File: config.mk
export PLATFORM = sky130hd
export DESIGN_NAME = button_gesture_decoder
export DESIGN_NICKNAME = d
export VERILOG_FILES = /design/src/rtl/button_gesture_decoder.sv
export SDC_FILE = /design/constraint.sdc
export NUM_CORES = 1
export LEC_CHECK = 0
export BUFFER_PORTS_ARGS = -buffer_cell sky130_fd_sc_hd__clkbuf_2
export CAP_MARGIN = 30
export CORE_UTILIZATION = 35
export CTS_CLUSTER_DIAMETER = 80
export DETAILED_ROUTE_END_ITERATION = 6
export PLACE_DENSITY = 0.56
export SLEW_MARGIN = 10
export SYNTH_ARGS = -nofsm -noshare
export SYNTH_HDL_FRONTEND = slang
export SYNTH_SLANG_ARGS = --single-unit
File: constraint.sdc
create_clock -name clk -period 5 [get_ports clk]
set_input_delay 0.25 -clock clk [delete_from_list [all_inputs] [get_ports clk]]
set_output_delay 0.25 -clock clk [all_outputs]
set_load 0.01 [all_outputs]
File: src/rtl/button_gesture_decoder.sv
// Classifies debounced button presses into single click, double click and long press pulses.
// Optional auto-repeat while held is enabled by defining GESTURE_AUTO_REPEAT_EN.
module button_gesture_decoder #(
  parameter int CLK_FREQ  = 12000000,
  parameter int LONG_MS   = 1000,
  parameter int DOUBLE_MS = 300,
  parameter int REPEAT_MS = 200
) (
  input  logic clk,
  input  logic rst_n,
  input  logic button_db,
  input  logic button_rising,
  input  logic button_falling,
  output logic single_click,
  output logic double_click,
  output logic long_press,
  output logic held,
  output logic repeat_pulse
);

  localparam int DIV = CLK_FREQ / 1000;
  localparam int PW  = (DIV > 1) ? $clog2(DIV) : 1;

  localparam logic [2:0] S_IDLE        = 3'd0;
  localparam logic [2:0] S_PRESSED     = 3'd1;
  localparam logic [2:0] S_WAIT_SECOND = 3'd2;
  localparam logic [2:0] S_PRESSED2    = 3'd3;
  localparam logic [2:0] S_LONG_HELD   = 3'd4;

  localparam logic [PW-1:0] PRESC_LAST = PW'(DIV - 1);
  localparam logic [15:0]   LONG_LAST   = 16'(LONG_MS - 1);
  localparam logic [15:0]   DOUBLE_LAST = 16'(DOUBLE_MS - 1);

  logic [2:0]    state, next_state;
  logic [PW-1:0] presc;
  logic [15:0]   ms_cnt;
  logic          ms_tick, long_due, double_due, repeat_due;
  logic          rise, fall, restart;
  logic          single_nxt, double_nxt, long_nxt, repeat_nxt;

  // Timeouts fire on the tick that would make the count reach N, i.e. N*DIV clocks after entry.
  assign ms_tick    = (presc == PRESC_LAST);
  assign long_due   = ms_tick && (ms_cnt >= LONG_LAST);
  assign double_due = ms_tick && (ms_cnt >= DOUBLE_LAST);

`ifdef GESTURE_AUTO_REPEAT_EN
  localparam logic [15:0] REPEAT_LAST = 16'(REPEAT_MS - 1);
  assign repeat_due = ms_tick && (ms_cnt >= REPEAT_LAST);
`else
  assign repeat_due = 1'b0;
`endif

  // Simultaneous edge pulses cancel each other.
  assign rise = button_rising & ~button_falling;
  assign fall = button_falling & ~button_rising;

  always_comb begin
    next_state = state;
    single_nxt = 1'b0;
    double_nxt = 1'b0;
    long_nxt   = 1'b0;
    repeat_nxt = 1'b0;
    restart    = 1'b0;
    case (state)
      S_IDLE: begin
        if (rise) next_state = S_PRESSED;
      end
      S_PRESSED: begin
        // A low level without a falling pulse suppresses the long timeout; a falling pulse does not.
        if (long_due && (button_db || button_falling)) begin
          long_nxt   = 1'b1;
          next_state = S_LONG_HELD;
        end else if (fall) begin
          next_state = S_WAIT_SECOND;
        end
      end
      S_WAIT_SECOND: begin
        if (rise) begin
          next_state = S_PRESSED2;
        end else if (double_due) begin
          single_nxt = 1'b1;
          next_state = S_IDLE;
        end
      end
      S_PRESSED2: begin
        if (long_due && (button_db || button_falling)) begin
          long_nxt   = 1'b1;
          next_state = S_LONG_HELD;
        end else if (fall) begin
          double_nxt = 1'b1;
          next_state = S_IDLE;
        end
      end
      S_LONG_HELD: begin
        if (fall || !button_db) begin
          next_state = S_IDLE;
        end else if (repeat_due) begin
          repeat_nxt = 1'b1;
          restart    = 1'b1;
        end
      end
      default: next_state = S_IDLE;
    endcase
  end

  always_ff @(posedge clk or negedge rst_n) begin
    if (!rst_n) begin
      state  <= S_IDLE;
      presc  <= '0;
      ms_cnt <= '0;
    end else begin
      state <= next_state;
      if ((next_state != state) || restart) begin
        presc  <= '0;
        ms_cnt <= '0;
      end else if (ms_tick) begin
        presc <= '0;
        if (ms_cnt != 16'hFFFF) ms_cnt <= ms_cnt + 16'd1;
      end else begin
        presc <= presc + PW'(1);
      end
    end
  end

  always_ff @(posedge clk or negedge rst_n) begin
    if (!rst_n) begin
      single_click <= 1'b0;
      double_click <= 1'b0;
      long_press   <= 1'b0;
      held         <= 1'b0;
      repeat_pulse <= 1'b0;
    end else begin
      single_click <= single_nxt;
      double_click <= double_nxt;
      long_press   <= long_nxt;
      held         <= (next_state == S_LONG_HELD);
      repeat_pulse <= repeat_nxt;
    end
  end

  always_ff @(posedge clk) begin
    if (rst_n) begin
      assert (LONG_MS > 0 && DOUBLE_MS > 0 && REPEAT_MS >= 0 && DIV >= 1)
        else $error("button_gesture_decoder: illegal timing parameters");
    end
  end

endmodule

# After elaboration in Yosys (flattened, before gate mapping)
# Cells that the tools add are included.
# word_totals
ff_bits,37
out_inout_bits,5
elab_cells,56
# classes
n_lt_le_gt_ge,2
eq_ne,8
bitwise_logic,4
n_addsub,2
n_mux,22
reduce_logical,11
# ops
op,n
two-way mux 16 bit,3
two-way mux 14 bit,2
two-way mux 3 bit,8
adder 16 x 1 -> 16 bit (second input constant),1
greater-or-equal comparator 16 x 10 -> 1 bit (second input constant),1
greater-or-equal comparator 16 x 9 -> 1 bit (second input constant),1
inequality test 16 bit (second input constant),1
case mux 3 bit (5 select lines),1
adder 14 x 1 -> 14 bit (second input constant),1
== test 14 bit (second input constant),1
two-way mux 1 bit,8
== test 3 x 2 -> 1 bit (second input constant),2
== test 3 bit (second input constant),2
nonzero test 2 bit,2
== test 3 x 1 -> 1 bit (second input constant),1
logical AND 1 bit,3
logical NOT 3 bit,1
inequality test 3 bit,1
bitwise AND 1 bit,2
logical OR 1 bit,2
NOT 1 bit,2
AND reduction 2 bit,1
OR reduction 2 bit,1
logical NOT 1 bit,1

# Logic depth before layout (Yosys ltp)
# Gate-level depths: netlist of the first run.
# logic_depth
ltp_word,8
ltp_mapped,8
depth_no_buf,7

# Worst setup path after synthesis of the first run
# Ideal clock, no wire load.
# synth_path
kind,register to register
startpoint,register presc[0]
endpoint,register ms_cnt[10]
path_stages_with_launch,9
path_slack_ps,3173
required_ps,4882
arrival_time_ps,1708
setup_ps,118
cell_sequence,dfrtp_1 > ha_1 > and4_4 > and4_4 > o311a_1 > o22ai_4 > o211ai_4 > buf_6 > nor2_1
# synth_between
elab_chain_len,8
# synth_lines
element,line,source
from (decl),35,logic [PW-1:0] presc;
from (signal assigned),120,presc <= presc + PW'(1);
== test 14 bit (*),42,assign ms_tick = (presc == PRESC_LAST);
"logical AND 1 bit, on equally long branches","44, 43",
two-way mux 3 bit / logical AND 1 bit (equally long branches),"80, 70, 86",
"two-way mux 3 bit, on equally long branches","78, 70, 86",
case mux 3 bit (5 select lines) (*),64,case (state)
named net next_state[1],34,"logic [2:0] state, next_state;"
inequality test 3 bit (*),113,if ((next_state != state) || restart) begin
nonzero test 2 bit (no source line),n/a,
AND reduction 2 bit (no source line),n/a,
to (signal assigned),118,if (ms_cnt != 16'hFFFF) ms_cnt <= ms_cnt + 16'd1;
to (decl),36,logic [15:0] ms_cnt;
# Mark *: on every way through the listed nets, which the timed path passes. The rest lies on a longest branch.
# A chain may end at the register's enable or synchronous reset.

# Final worst setup path of the first run
# layout_path
startpoint,register ms_cnt[0]
endpoint,register ms_cnt[6]
# layout_between
elab_chain_len,8
# layout_lines
element,line
greater-or-equal comparator 16 x 9 -> 1 bit / greater-or-equal comparator 16 x 10 -> 1 bit (equally long branches),"44, 43"
"logical AND 1 bit, on equally long branches","44, 43"
two-way mux 3 bit / logical AND 1 bit (equally long branches),"80, 70, 86"
"two-way mux 3 bit, on equally long branches","78, 70, 86"
case mux 3 bit (5 select lines) (*),64
named net next_state[1],34
inequality test 3 bit (*),113
nonzero test 2 bit (no source line),n/a
AND reduction 2 bit (no source line),n/a
# Mark *: on every way through the listed nets, which the timed path passes. The rest lies on a longest branch. The select of a mux whose other input is x is not followed.

==> metrics.md, run 1 <==
| Metric | Value |
|---|---|
| CTS buffer count | 5 |
| Placed cell area | roughly 2000 um2 |
| Critical path fanouts, max | 16 |
| Die area | 5930 um2 |
| Achievable Freq | around 0.48 GHz |
| Antenna Violating Nets Remaining | 0 |
| Final slew viol count | 0 |
| Post-synth ARST share | 1.00 |
| Setup_tns | 0 ps |
| Crit path arrival time | 2230 ps |
| Fin cells | 280 |
| All-Layer GR Usage | 0.139 |
| Netlist cell types | 36 |
| Area contributors post-synth | dfrtp_1, xor2_1, nor2_1 |
| DPL Wire Length | 2540 um |
| Fin. Hold Viols | 0 |
| Avg Synthesized Cell Area | between 9 and 10 um2 |
| Synth Instances | roughly 200 |
| Relative slew slack | 0.669 |
| Kind of critical path | reg -> reg |
| Vias | approximately 1.4k |
| Worst clock skew | 7.59 ps |
| Worst IR Drop VDD | 0.000115 V |
| Initial antenna violation count | 0 |
| Mapped Nets | 204 |
| Ys flop type | dfrtp_1 |
| Design Power | 657 uW |
| Worst Max-Slew Pin Slew | 495 ps |
| Die X | between 70 and 80 um |
| Die Ht | 77.0 um |
| Syn Std Cell Area | about 2000 um2 |
| GP Congestion | 0.745 |
| Diodes inserted | 0 |
| Seq cells post-synth | 37 |
| CTS resizes | 0 |
| Area grow syn2layout | 10.0% |
| Ys Warns | 0 |
| Placed cells | 270 |
| Clock latency on the worst-skew pair | about 290 ps |
| Row count | 26 |
| Sequential share of the synthesized area | 0.470 |
| Fin crit period | around 2100 ps |
| EDFF count, synth | 0 |
| Worst hold margin | 301 ps |
| Final #Nets | ~220 |
| Leak pwr | 0.968 nW |
| Worst hold path class | in -> reg |
| Worst Path Required | 5150 ps |
| Global-route wire length before repair | between 6000 and 7000 um |
| # Max-Cap Violations | 0 |
| Final Core Density | 0.411 |
| Io pins | 10 |
| Global route total overflow | 0 |
| Biggest area consumer among synthesized cells | dfrtp_1 |
| Layout cells sized above 1 | 0.124 |
| RSZ-0062 raised after global routing | no |
| PwrDens | between 300 and 400 nW/um2 |
| DRC | 0 |
| CORE AREA | approximately 5300 um2 |
| Worst-case clock buffer depth | 2 |
| Vias in the first global route | 1,345 |
| Startpoint Class | flip-flop |
| CTS tree | yes |
| Starting Density | 0.374 |
| Initial DRC count | 77 |
| Pre-CTS setup slack | 2890 ps |
| Vias per cell | roughly 5 |
| Largest net degree at the start of global routing | 38 |
| Critical Path End Type | flip-flop |
| Synth top area share | 0.470 |
| Status | finished clean |
| Final Cell Area | approximately 2200 um2 |
| Final setup vio count | 0 |
| Initial DRT Pass Iterations | 4 |
| Post-CTS Setup Bufs | 0 |
| Port Buf Inserts | 8 |
| CTS H-tree depth | 2 |
| Clk sinks | 37 |
| Period utilisation layout | 0.416 |
| Routed wire per std cell | 12.8 um |
| Clk slew on worst S/H paths | around 80 ps |
| Root Buffer Master | clkbuf_8 |
| Total wire length | approximately 3600 um |
| Worst setup margin | roughly 3000 ps |
cell families (layout without fill, tap and decap cells):
kind of cell,count (synthesis),count (layout),share of synthesized area
adder cells (fa/ha/maj),2,2,0.0127
XOR/XNOR,28,28,0.125
AO/OA/AOI/OAI,15,15,0.0953
flip-flops,37,37,0.470
buffers and inverters,10,23,0.0330
other,1,1,0.00190
multiplexers,1,1,0.00508
AND/OR/NAND/NOR,103,103,0.257
cell usage after synthesis, types with 2 or more instances:
library cell and number:
and4_4 2, a211oi_1 2, inv_1 5, nand4_1 10
nor2b_1 3, xnor2_1 8, xor2_1 20, nand3_1 10
nand2b_1 2, o211ai_1 2, nor2_1 41, ha_1 2
nand2_1 20, dfrtp_1 37, o21ai_0 2, and3_1 7
and2_1 3, buf_6 3
what timing repair did:
action                                 in CTS  in global routing
setup endpoints to repair                   0                  0
endpoints found under the hold margin       0                 12
hold buffers                                0                  1
layout make-up:
cell class / instances / area [um2]
multi-input combinational: 150 / 978
inverter: 5 / 18.8
sequential: 37 / 926
tap: 70 / 87.6
clock inverter: 3 / 17.5
clock buffer: 5 / 68.8
fill: 546 / 3100
timing repair buffer: 10 / 70.1
flip-flops by register name, indices dropped and copies added, names as in the netlist:
name,count
state,3
double_click,1
long_press,1
single_click,1
held,1
ms_cnt,16
presc,14
worst paths after layout:
path | start | end | slack (ps) | cells after the start
max | ms_cnt[0]$_DFFE_PN0P_ | ms_cnt[6]$_DFFE_PN0P_ | 2920 | 7
min | button_rising | state[0]$_DFF_PN0_ | 300 | 3
max reg2reg | ms_cnt[0]$_DFFE_PN0P_ | ms_cnt[6]$_DFFE_PN0P_ | 2920 | 7
min reg2reg | presc[0]$_DFF_PN0_ | presc[0]$_DFF_PN0_ | 470 | 1
max in group asynchronous | rst_n | single_click$_DFF_PN0_ | 4160 | 3
min in group asynchronous | rst_n | presc[3]$_DFF_PN0_ | 400 | 2
worst max-delay path, stage by stage, from the launching register on:
cell and delay (ps):
dfrtp_1 400, ha_1 240, nand2_1 90, a211oi_1 340, o221a_4 280, o22ai_4 90
o211ai_4 410, nor2_1 100
per-layer routing:
metal  routed length, um  track usage  vias to the layer above
met1                1870        0.190                      655
met3                  85       0.0357                        6
met4                  71       0.0623                        0
li1                    -            -                      692
met2                1550        0.204                       15
met5                   0            0                        -
power breakdown:
group	switching, mW	internal (mW)
Combinational	0.0714	0.0444
Clock	0.106	0.0961
Sequential	0.0190	0.320
Total	0.197	0.460
cell usage in the layout (no fill, tap or decap), drive strengths merged:
master,Yosys,layout
and4b,1,1
a211oi,2,2
clkinvlp,0,1
o21ai,2,2
nand2,20,20
nor4b,1,1
o221a,1,1
a41oi,1,1
mux2i,1,1
clkinv,0,2
dlygate4sd3,0,1
nand4,11,11
buf,5,1
and2,3,3
xor2,20,20
nor2b,3,3
a221oi,1,1
xnor2,8,8
and3,7,7
conb,1,1
nand2b,2,2
a21boi,1,1
a221o,1,1
and4,2,2
nor3,1,1
nand3,10,10
inv,5,5
o311a,1,1
clkbuf,0,13
a21oi,1,1
o22ai,1,1
nor4,1,1
o211ai,3,3
ha,2,2
nor2,41,41
dfrtp,37,37
Note: power is estimated with default switching activity, not from simulation.
==> run 2: changes to the inputs <==
--- a/config.mk
+++ b/config.mk
@@ -10,7 +10,7 @@
 export CORE_UTILIZATION = 35
 export CTS_CLUSTER_DIAMETER = 80
 export DETAILED_ROUTE_END_ITERATION = 6
-export PLACE_DENSITY = 0.56
+export PLACE_DENSITY = 0.58
 export SLEW_MARGIN = 10
 export SYNTH_ARGS = -nofsm -noshare
 export SYNTH_HDL_FRONTEND = slang
==> constraint.sdc (replaced) <==
create_clock -name clk -period 1.8 [get_ports clk]
set_input_delay 0.09 -clock clk [delete_from_list [all_inputs] [get_ports clk]]
set_output_delay 0.09 -clock clk [all_outputs]
set_load 0.01 [all_outputs]
==> metrics.md, run 2 (synthesis results as in run 1) <==
| Metric | Value |
|---|---|
| Area of the multi-input gates | between 1000 and 1500 um2 |
| Vias | 1,565 |
| Initial antenna violation count | 0 |
| Initial DRT Pass Iterations | 4 |
| Worst hold path class | in -> reg |
| Startpoint Class | flip-flop |
| Max FFs per register | 16 |
| Hold path endpoint | state[0]$_DFF_PN0_ |
| CTS buffer count | 5 |
| Worst Path Required | ~2000 ps |
| FF-to-FF Start | presc[0]$_DFF_PN0_ |
| Leak pwr | roughly 1.2 nW |
| CORE AREA | 5270 um2 |
| CTS tree | yes |
| Initial DRC count | 55 |
| Vias per cell | between 4 and 5 |
| Register area | ~930 um2 |
| Layout cells sized above 1 | 0.299 |
| DRC | 0 |
| Clk slew on worst S/H paths | 80 ps |
| Clk sinks | 37 |
| Diodes inserted | 0 |
| Critical path fanouts, max | 8 |
| Fin crit period | around 1900 ps |
| # Max-Cap Violations | 0 |
| Hold path depth | 3 |
| Worst hold margin | ~170 ps |
| Final slew viol count | 0 |
| Global route total overflow | 0 |
| Vias in the first global route | ~1.5k |
| Row count | 26 |
| Worst reg-to-reg setup slack | -80 ps |
| Clock latency on the worst-skew pair | 290 ps |
| Port Buf Inserts | 8 |
| GP Congestion | ~0.76 |
| Fin. Hold Viols | 0 |
| Worst clock skew | roughly 4.3 ps |
| RSZ-0062 raised after global routing | yes |
| Period utilisation layout | 1.05 |
| Total wire length | ~4000 um |
| Largest net degree at the start of global routing | 38 |
| Reg2reg end | ms_cnt[11]$_DFFE_PN0P_ |
| Hold path start | button_rising |
| Die X | 77.0 um |
| DPL Wire Length | 2890 um |
| Die area | just under 6000 um2 |
| All-Layer GR Usage | 0.150 |
| Starting Density | 0.374 |
| Largest Register | ms_cnt |
| Critical Path End Type | flip-flop |
| Global-route wire length before repair | about 7000 um |
| Achievable Freq | 0.532 GHz |
| Design Power | around 2 mW |
| Io pins | 10 |
| Fill count | 509 |
| Placed cell area | between 2000 and 2500 um2 |
| Worst-case clock buffer depth | 2 |
| Final Cell Area | ~2600 um2 |
| Failing checks | negative setup slack |
| Kind of critical path | reg -> reg |
| Crit path arrival time | 2070 ps |
| Final #Nets | about 260 |
| Worst IR Drop VDD | 0.000364 V |
| Slowest CP cell | dfrtp_1 |
| Final setup vio count | 16 |
| Die Ht | approximately 77 um |
| Cell count of the worst reg-to-reg path | 9 |
| Critical-path cell list | ha_2 > and4_4 > buf_4 > nand4_4 > a41oi_4 > clkbuf_16 > nand3_1 > xor2_1 > nor2_2 |
| Routed wire per std cell | about 13 um |
| Root Buffer Master | clkbuf_8 |
| Status | finished, violations left |
| PwrDens | approximately 790 nW/um2 |
| CTS H-tree depth | 2 |
| Slowest stage delay, CP | ~350 ps |
| Area grow syn2layout | 30.9% |
| Antenna Violating Nets Remaining | 0 |
| Biggest regs | ms_cnt (16), presc (14), state (3) |
| Most frequent cells in the layout | nor2_1, buf_4, dfrtp_1 |
| Worst setup margin | -81.1 ps |
[run 2: metrics by stage]
stage / util / TNS [ps] / setup WS, ps / std cells
after global routing: 0.489 / -3160 / -179 / 321
after detailed placement: 0.448 / -2870 / -198 / 309
after global placement: 0.448 / -1850 / -125 / 309
after CTS: 0.475 / -1300 / -98.4 / 319
after floorplan: - / -229 / -22.9 / 197
final: 0.489 / -514 / -81.1 / 321
[run 2: final cells by class]
class | instances | area share
Sequential cell | 37 | 0.359
Clock buffer | 7 | 0.0374
Multi-Input combinational cell | 150 | 0.402
Tap cell | 70 | 0.0340
Timing Repair Buffer | 51 | 0.158
Inverter | 5 | 0.00728
Clock inverter | 1 | 0.00194
[run 2: worst max-delay path by stage]
stage	from	end	slack [ps]	cells past startpoint
after detailed placement	ms_cnt[1]$_DFFE_PN0P_	ms_cnt[12]$_DFFE_PN0P_	-200	7
after CTS	ms_cnt[1]$_DFFE_PN0P_	ms_cnt[15]$_DFFE_PN0P_	-100	8
after floorplan	presc[0]$_DFF_PN0_	ms_cnt[6]$_DFFE_PN0P_	-20	8
after global routing	ms_cnt[13]$_DFFE_PN0P_	ms_cnt[14]$_DFFE_PN0P_	-180	7
final	presc[0]$_DFF_PN0_	ms_cnt[11]$_DFFE_PN0P_	-80	9
after global placement	presc[0]$_DFF_PN0_	ms_cnt[15]$_DFFE_PN0P_	-130	7
[run 2: metal layers]
| layer | up-vias | global-route usage | wire length (um) |
|---|---|---|---|
| met5 | - | 0 | 0 |
| met4 | 0 | 0.0736 | 76 |
| met3 | 6 | 0.0250 | 147 |
| met2 | 25 | 0.225 | 1810 |
| met1 | 756 | 0.209 | 1990 |
| li1 | 778 | - | - |
[run 2: where the power goes]
group | leakage (nW) | internal, mW | switching, mW | total, mW
sequential | 0.508 | 0.888 | 0.0404 | 0.928
clock | 0.0542 | 0.346 | 0.300 | 0.646
combinational | 0.635 | 0.208 | 0.243 | 0.450
[run 2: what timing repair did]
action,in CTS,in global routing
cloned,0,1
buffers inserted,1,1
pin swaps,4,7
endpoints found under the hold margin,37,0
resized for setup,5,7
endpoints found under the setup margin,20,27
hold buffers,1,0
[run 2: worst max-delay path: cells and delay by family (launching register included)]
kind,cells,cell delay (ps)
AND/OR/NAND/NOR,4,450
AO/OA/AOI/OAI,1,280
XOR/XNOR,1,180
flip-flops,1,350
adder cells (fa/ha/maj),1,180
buffers and inverters,2,330
